`src/rtl/gamepad_input_decoder_if.sv`:
```
// Signal bundle between the serial gamepad PMOD and the input decoder.
// master: pad/stimulus side driving the serial pins and observing results.
// slave:  decoder side receiving the serial pins and producing decoded events.
interface gamepad_input_decoder_if;
    logic       pmod_data;
    logic       pmod_clk;
    logic       pmod_latch;
    logic [9:0] input_data;
    logic [4:0] button_state;
    logic       frame_valid;
    logic       frame_error;
    logic       controller_present;

    modport master (
        output pmod_data,
        output pmod_clk,
        output pmod_latch,
        input  input_data,
        input  button_state,
        input  frame_valid,
        input  frame_error,
        input  controller_present
    );

    modport slave (
        input  pmod_data,
        input  pmod_clk,
        input  pmod_latch,
        output input_data,
        output button_state,
        output frame_valid,
        output frame_error,
        output controller_present
    );
endinterface

```
`src/rtl/gamepad_input_decoder.sv`:
```
// SNES-style serial gamepad decoder: synchronises the PMOD latch/clock/data
// lines, assembles 12-bit frames, and turns committed frames into one-cycle
// press/release pulses plus held-button state. Held state is force-released
// if no valid frame arrives within TIMEOUT_CYCLES.
module gamepad_input_decoder #(
    parameter int unsigned SYNC_STAGES    = 2,
    parameter int unsigned NUM_BITS       = 12,
    parameter int unsigned TIMEOUT_CYCLES = 1048576
) (
    input logic                     clk,
    input logic                     reset,
    gamepad_input_decoder_if.slave  pad
);

    localparam int unsigned CW = $clog2(NUM_BITS + 2);
    localparam int unsigned TW = (TIMEOUT_CYCLES > 2) ? $clog2(TIMEOUT_CYCLES) : 1;

    localparam logic [CW-1:0] CNT_FULL = CW'(NUM_BITS);
    localparam logic [CW-1:0] CNT_SAT  = CW'(NUM_BITS + 1);
    localparam logic [TW-1:0] TO_MAX   = TW'(TIMEOUT_CYCLES - 1);

    // Frame bit positions; the first shifted bit (B) lands in the MSB.
    localparam int unsigned B_IDX     = NUM_BITS - 1;
    localparam int unsigned UP_IDX    = NUM_BITS - 5;
    localparam int unsigned DOWN_IDX  = NUM_BITS - 6;
    localparam int unsigned LEFT_IDX  = NUM_BITS - 7;
    localparam int unsigned RIGHT_IDX = NUM_BITS - 8;
    localparam int unsigned A_IDX     = NUM_BITS - 9;

    logic [SYNC_STAGES-1:0] data_sync_q;
    logic [SYNC_STAGES-1:0] clk_sync_q;
    logic [SYNC_STAGES-1:0] latch_sync_q;
    logic                   clk_hist_q;
    logic                   latch_hist_q;
    logic                   clk_rise_q;
    logic                   latch_rise_q;
    logic                   data_smp_q;

    logic [NUM_BITS-1:0]    shift_q, shift_d;
    logic [CW-1:0]          bit_cnt_q, bit_cnt_d;
    logic [TW-1:0]          timeout_q, timeout_d;
    logic [9:0]             input_data_q, input_data_d;
    logic [4:0]             button_state_q, button_state_d;
    logic                   frame_valid_q, frame_valid_d;
    logic                   frame_error_q, frame_error_d;
    logic                   present_q, present_d;

    logic [4:0]             new_state;
    logic                   all_ones;

    // Synchronise the async pins and register detected rising edges with
    // the data sample that belongs to them.
    always_ff @(posedge clk) begin
        if (reset) begin
            data_sync_q  <= '0;
            clk_sync_q   <= '0;
            latch_sync_q <= '0;
            clk_hist_q   <= 1'b0;
            latch_hist_q <= 1'b0;
            clk_rise_q   <= 1'b0;
            latch_rise_q <= 1'b0;
            data_smp_q   <= 1'b0;
        end else begin
            data_sync_q  <= {data_sync_q[SYNC_STAGES-2:0],  pad.pmod_data};
            clk_sync_q   <= {clk_sync_q[SYNC_STAGES-2:0],   pad.pmod_clk};
            latch_sync_q <= {latch_sync_q[SYNC_STAGES-2:0], pad.pmod_latch};
            clk_hist_q   <= clk_sync_q[SYNC_STAGES-1];
            latch_hist_q <= latch_sync_q[SYNC_STAGES-1];
            clk_rise_q   <= clk_sync_q[SYNC_STAGES-1] & ~clk_hist_q;
            latch_rise_q <= latch_sync_q[SYNC_STAGES-1] & ~latch_hist_q;
            data_smp_q   <= data_sync_q[SYNC_STAGES-1];
        end
    end

    // Shift/count, frame commit, event generation and timeout release.
    always_comb begin
        shift_d        = shift_q;
        bit_cnt_d      = bit_cnt_q;
        timeout_d      = (timeout_q == TO_MAX) ? timeout_q : timeout_q + 1'b1;
        input_data_d   = '0;
        button_state_d = button_state_q;
        frame_valid_d  = 1'b0;
        frame_error_d  = 1'b0;
        present_d      = present_q;

        if (clk_rise_q && (bit_cnt_q != CNT_SAT)) begin
            shift_d   = {shift_q[NUM_BITS-2:0], data_smp_q};
            bit_cnt_d = bit_cnt_q + 1'b1;
        end

        all_ones  = &shift_d;
        new_state = all_ones ? 5'b00000
                             : {shift_d[A_IDX] | shift_d[B_IDX], shift_d[RIGHT_IDX],
                                shift_d[LEFT_IDX], shift_d[DOWN_IDX], shift_d[UP_IDX]};

        if (timeout_q == TO_MAX) begin
            input_data_d[4:0] = button_state_q;
            button_state_d    = '0;
            present_d         = 1'b0;
        end

        // The commit is evaluated after the shift and overrides the timeout.
        if (latch_rise_q) begin
            if (bit_cnt_d == CNT_FULL) begin
                input_data_d   = {new_state & ~button_state_q, button_state_q & ~new_state};
                button_state_d = new_state;
                present_d      = ~all_ones;
                timeout_d      = '0;
                frame_valid_d  = 1'b1;
            end else begin
                frame_error_d  = 1'b1;
            end
            bit_cnt_d = '0;
        end
    end

    // Decoder state registers.
    always_ff @(posedge clk) begin
        if (reset) begin
            shift_q        <= '0;
            bit_cnt_q      <= '0;
            timeout_q      <= '0;
            input_data_q   <= '0;
            button_state_q <= '0;
            frame_valid_q  <= 1'b0;
            frame_error_q  <= 1'b0;
            present_q      <= 1'b0;
        end else begin
            shift_q        <= shift_d;
            bit_cnt_q      <= bit_cnt_d;
            timeout_q      <= timeout_d;
            input_data_q   <= input_data_d;
            button_state_q <= button_state_d;
            frame_valid_q  <= frame_valid_d;
            frame_error_q  <= frame_error_d;
            present_q      <= present_d;
        end
    end

    assign pad.input_data         = input_data_q;
    assign pad.button_state       = button_state_q;
    assign pad.frame_valid        = frame_valid_q;
    assign pad.frame_error        = frame_error_q;
    assign pad.controller_present = present_q;

endmodule

```
`src/flat_wrapper.sv`:
```
// flat-port wrapper written by rule: the top's interface ports become plain ports
module gamepad_input_decoder_flat 
#(
    parameter int unsigned SYNC_STAGES    = 2,
    parameter int unsigned NUM_BITS       = 12,
    parameter int unsigned TIMEOUT_CYCLES = 1048576
)
  (clk, reset, pad_pmod_data, pad_pmod_clk, pad_pmod_latch, pad_input_data, pad_button_state, pad_frame_valid, pad_frame_error, pad_controller_present);
  gamepad_input_decoder_if pad_i ();
  input logic clk;
  input logic reset;
  input wire logic [$bits(pad_i.pmod_data)-1:0] pad_pmod_data;
  input wire logic [$bits(pad_i.pmod_clk)-1:0] pad_pmod_clk;
  input wire logic [$bits(pad_i.pmod_latch)-1:0] pad_pmod_latch;
  output wire logic [$bits(pad_i.input_data)-1:0] pad_input_data;
  output wire logic [$bits(pad_i.button_state)-1:0] pad_button_state;
  output wire logic [$bits(pad_i.frame_valid)-1:0] pad_frame_valid;
  output wire logic [$bits(pad_i.frame_error)-1:0] pad_frame_error;
  output wire logic [$bits(pad_i.controller_present)-1:0] pad_controller_present;
  assign pad_i.pmod_data = pad_pmod_data;
  assign pad_i.pmod_clk = pad_pmod_clk;
  assign pad_i.pmod_latch = pad_pmod_latch;
  assign pad_input_data = pad_i.input_data;
  assign pad_button_state = pad_i.button_state;
  assign pad_frame_valid = pad_i.frame_valid;
  assign pad_frame_error = pad_i.frame_error;
  assign pad_controller_present = pad_i.controller_present;
  gamepad_input_decoder #(.SYNC_STAGES(SYNC_STAGES), .NUM_BITS(NUM_BITS), .TIMEOUT_CYCLES(TIMEOUT_CYCLES)) u_core (.clk(clk), .reset(reset), .pad(pad_i));
endmodule
```
`config.mk`:
```
export PLATFORM = sky130hd
export DESIGN_NAME = gamepad_input_decoder_flat
export DESIGN_NICKNAME = d
export VERILOG_FILES = /design/src/rtl/gamepad_input_decoder_if.sv /design/src/rtl/gamepad_input_decoder.sv /design/src/flat_wrapper.sv
export SDC_FILE = /design/constraint.sdc
export NUM_CORES = 1
export LEC_CHECK = 0
export BUFFER_PORTS_ARGS = -buffer_cell sky130_fd_sc_hd__clkbuf_2
export CORE_MARGIN = 2
export CORE_UTILIZATION = 50
export CTS_CLUSTER_SIZE = 16
export DETAILED_ROUTE_END_ITERATION = 10
export PLACE_DENSITY = 0.79
export SETUP_SLACK_MARGIN = 0.1
export SLEW_MARGIN = 20
export SYNTH_ARGS = -nofsm -noshare
export SYNTH_HDL_FRONTEND = slang
export SYNTH_SLANG_ARGS = --single-unit
```
`constraint.sdc`:
```
create_clock -name clk -period 2.1 [get_ports clk]
set_input_delay 0.315 -clock clk [delete_from_list [all_inputs] [get_ports clk]]
set_output_delay 0.315 -clock clk [all_outputs]
set_load 0.03 [all_outputs]
```
* Yosys cells after proc, flatten, opt, wreduce, memory -nomap -nowiden
Index checks and enable logic that the tools add are counted.
Widths: inputs -> output; s select.
** Storage, ports and cells
- Bits in registers :: 65
- Word-level logic and storage cells :: 56
** Operators by class
- Add/sub/neg operators :: 2
- Equal/unequal tests :: 3
- Muxes and demuxes :: 17
- Bitwise operators :: 12
- Reductions and logical operators :: 5
** Operators by type and width (number)
- $mux 20 :: 3
- $mux 5 :: 7
- $add 20x1->20 const B :: 1
- $eq 20x20->1 const B :: 1
- $mux 12 :: 1
- $reduce_and 12->1 :: 1
- $and 5x5->5 :: 2
- $not 5->5 :: 2
- $mux 1 :: 5
- $not 1->1 :: 5
- $add 4x1->4 const B :: 1
- $eq 4x4->1 const B :: 1
- $mux 4 :: 1
- $ne 4x4->1 const B :: 1
- $reduce_or 2->1 :: 2
- $reduce_or 3->1 :: 1
- $and 1x1->1 :: 2
- $logic_and 1x1->1 :: 1
- $or 1x1->1 :: 1

* Depth between registers and ports, before layout
- Depth in word-level cells :: 9
- Gate-level depth with buffers :: 9

* Worst setup path before layout
Ideal clock, no wire load.
- Path kind :: reg-to-reg
- From :: reg u_core.bit_cnt_q[0]
- To :: reg u_core.button_state_q[0], in the netlist u_core.pad.button_state[0]
- Library setup time :: 74 ps
- Arrival :: 2122 ps
- Setup slack :: -96 ps
- Stages on the path, launching flop included :: 8
- Clock period less this slack :: 2196 ps
- Cell sequence :: dfxtp_1 > ha_1 > and3_2 > nor3_2 > a2111oi_4 > or4b_1 > buf_6 > o22ai_2
** On the way
- Longest elaborated chain between the ends :: 7
- Elaborated cells on any way between the ends :: 10
** Ends and longest elaborated chain
- start, declared :: RTL line gamepad_input_decoder.sv:40 : logic [CW-1:0] bit_cnt_q, bit_cnt_d;
- start signal, assigned :: RTL line gamepad_input_decoder.sv:130 : bit_cnt_q <= bit_cnt_d;
- parallel branches: the longest is 5 deep, another holds $add 4x1->4
- $mux 5 * :: RTL line gamepad_input_decoder.sv:104 : if (bit_cnt_d == CNT_FULL) begin
- $mux 5 * :: RTL line gamepad_input_decoder.sv:103 : if (latch_rise_q) begin
- end signal, assigned :: RTL line gamepad_input_decoder.sv:133 : button_state_q <= button_state_d;
- end, declared :: RTL line gamepad_input_decoder.sv:43 : logic [4:0] button_state_q, button_state_d;
Every way passes the cells marked *.
A chain may end at the register's enable or synchronous reset.

* Worst setup path after layout
- From :: reg u_core.bit_cnt_q[0]
- To :: reg u_core.input_data_q[7], in the netlist u_core.pad.input_data[7]
** On the way
- Longest elaborated chain between the ends :: 6
- Elaborated cells on any way between the ends :: 11
** Ends and longest elaborated chain
- parallel branches: the longest is 6 deep, another holds $add 4x1->4
- end signal, assigned :: RTL line gamepad_input_decoder.sv:132 : input_data_q <= input_data_d;
- end, declared :: RTL line gamepad_input_decoder.sv:42 : logic [9:0] input_data_q, input_data_d;
Parallel ways; which one is timed is not known.

==> results.cfg <==
[job]
drv_cap = 0

[routing]
drt-initial-drc-count = 184
vias = 2336
drt-total-wl_mm = 6.69
route.detailed.drc = 0
drtAntennaViolNets = 0
firstDrtPassIters = 5
drt-wirelength-per-cell_um = 16.4
viasPerCell = 5.74

[clocking]
root_buffer = clkbuf_8
clock-sinks = 65
htreeDepth = 3
clk_path_buf_depth = 2
tritoncts = yes
path_clk_slew_ns = 0.08
clkLatencyLatePin_ns = 0.34
cts_buffers = 9

[timing]
hold_violations = 0
skew_ns = 0.00960
setup_viol = 1
finalCritPeriodShare_pct = 102
rsz0062_at_grt = yes
finalMaxSlewViolations = 0
finalCriticalPeriod_ns = 2.15
slew_headroom_pct = 59.8
max_freq_ghz = 0.466
setup_ws_ns = -0.0480
worstMarginPinSlew_ns = 0.603

[global_routing]
grtUsageTotal_pct = 21.8
antenna_found_initial = 0
grt_pass1_wl_mm = 10.1
grt_overflow = 0
grt_pass1_vias = 2121
grt_max_degree = 28

[placement]
dp_hpwl_mm = 3.81
dpl_cell_area_um2 = 3010
dp_cells = 381
port_buffers = 22
gp_congestion = 0.902

[synth]
synth_area_per_cell_um2 = 9.53
syn_area_um2 = 2670
synth_flop_cell = dfxtp_1
synth_seq_cells = 65
yosysWarnings = 0
syn_inst = 280
synthesis.nets = 288
ys_types = 48
synth.yosys.seq_area_share_pct = 48.8
synth_edf_count = 0
async_flop_share_pct = 0

[floorplan]
core_um2 = 5140
die_x_um = 77.0
rows = 26
start_util_pct = 51.9
ios = 23
die_area_um2 = 5940
fp.dieH_um = 77.0

[cells_and_area]
antenna_cells = 0
layout.nets = 340
stdcell_count = 407
layout_common_cells = 60 x dfxtp_1, 30 x nand2_1, 27 x buf_4
area_growth_pct = 30.7
nFillCells = 388
design_area_um2 = 3490
drive_above_1_share_pct = 33.5
mostFrequentLayoutCell = dfxtp_1
final_util_pct = 67.8

[min_path]
hold_depth = 2
worstHoldPathType = input port to register
min_to = u_core.latch_sync_q[0]
min-delay-start = pad_pmod_latch

[power]
vdd_ir_drop_max_v = 0.000373
total_leakage_power_nw = 1.21
p_per_area_nw_per_um2 = 738

[setup_path]
startpoint_type = register
reg2reg_to = u_core.pad.input_data[7]
crit_required_ns = 2.37
setup.worst_path.class = register to register
reg2regPathDepth = 6
crit_path_end_kind = register
ff2ff_setup_slack_ns = -0.05
crit_fanout = 5
r2r-start = u_core.bit_cnt_q[0]
critPathArrivalTime_ns = 2.42

[outcome]
violations = setup timing
status = finished with violations
-- final cells by class --
cell class	instances	area (µm²)	area share, %
clock buffers	11	153	4.38
multi-input cells	199	1460	41.8
repair buffers	52	369	10.6
clock inverters	5	85.1	2.44
flip-flops and latches	65	1320	37.7
well taps	70	87.6	2.51
inverters	5	18.8	0.538
-- metal layers --
| metal | track usage (%) | wire [µm] | part of all wire [%] |
|---|---|---|---|
| met5 | 0 | 0 | 0 |
| met4 | 10.0 | 163 | 2.4 |
| met3 | 6.35 | 378 | 5.6 |
| met2 | 36.1 | 3340 | 50 |
| met1 | 26.1 | 2810 | 42 |
-- synth_stat cells (3+ instances only) --
cell	number	area share, %
a21oi_1	14	2.6
a31oi_1	5	1.2
buf_1	3	0.42
buf_2	4	0.75
clkbuf_1	3	0.42
dfxtp_1	65	49
ha_1	3	1.4
inv_1	5	0.70
mux2i_1	7	2.6
nand2_1	31	4.4
nand3_1	12	2.3
nand4_1	6	1.4
nor2_1	24	3.4
nor2b_1	12	2.8
nor3_1	11	2.1
nor3_2	6	2.3
nor4b_1	9	3.0
o2111ai_1	4	1.3
o21ai_0	4	0.75
o22ai_2	4	1.9
or2_2	3	0.70
xnor2_1	3	0.99
xor2_1	10	3.3
-- flip-flops by register name, summed over array words and instances, names as in the netlist, 2 cells and up --
signal	cells
u_core.shift_q	12
u_core.timeout_q	20
u_core.data_sync_q	2
u_core.pad.input_data	10
u_core.clk_sync_q	2
u_core.latch_sync_q	2
u_core.bit_cnt_q	4
u_core.pad.button_state	5
-- repair_timing --
action	in CTS	in global routing
pin swaps	8	5
resized for setup	12	18
cloned	1	1
setup endpoints to repair	12	28
hold buffers	0	0
hold endpoints to repair	0	0
setup buffers	7	1
-- per-stage QoR --
stage	TNS, ns	hold WS (ns)	power (mW)	worst slack (ns)
final	-0.0480	0.182	2.57	-0.0480
after detailed placement	0	0.378	1.35	0.0319
after CTS	0	0.172	2.58	0.0106
after floorplan	0	0.367	1.33	0.0885
after global placement	0	0.371	1.35	0.0410
after global routing	-0.969	0.177	2.64	-0.143
-- critical path: stages, from the launching register on --
cell and delay (ns):
dfxtp_4 0.39, nand4_1 0.16, mux2i_4 0.25, a2111oi_4 0.40
buf_4 0.18, or4b_4 0.51, nor3_2 0.18
-- how the worst max path moves through the flow --
stage	start	endpoint	slack, ns	cells after the start
2_1_floorplan	u_core.bit_cnt_q[1]	u_core.pad.input_data[0]	0.09	8
3_3_place_gp	u_core.bit_cnt_q[1]	u_core.pad.input_data[4]	0.04	7
3_5_place_dp	u_core.bit_cnt_q[1]	u_core.pad.input_data[4]	0.03	7
4_1_cts	u_core.bit_cnt_q[0]	u_core.pad.input_data[7]	0.01	6
5_1_grt	u_core.bit_cnt_q[0]	u_core.pad.input_data[7]	-0.14	6
6_report	u_core.bit_cnt_q[0]	u_core.pad.input_data[7]	-0.05	6
-- kinds of logic after synthesis --
kind of cell    after synthesis  synth area share, %
compound gates               44                 12.8
xor+xnor                     13                 4.27
fa+ha+maj                     3                 1.41
buf+inv                      17                 3.14
flops                        65                 48.8
mux                           7                 2.63
simple gates                131                 27.0
-- power breakdown --
group / internal [mW] / leakage (nW) / switching (mW)
registers: 1.24 / 0.529 / 0.00948
clock network: 0.747 / 0.115 / 0.490
logic: 0.0366 / 0.567 / 0.0463
total: 2.03 / 1.21 / 0.546
No activity file was read; power rests on OpenSTA's default activity.
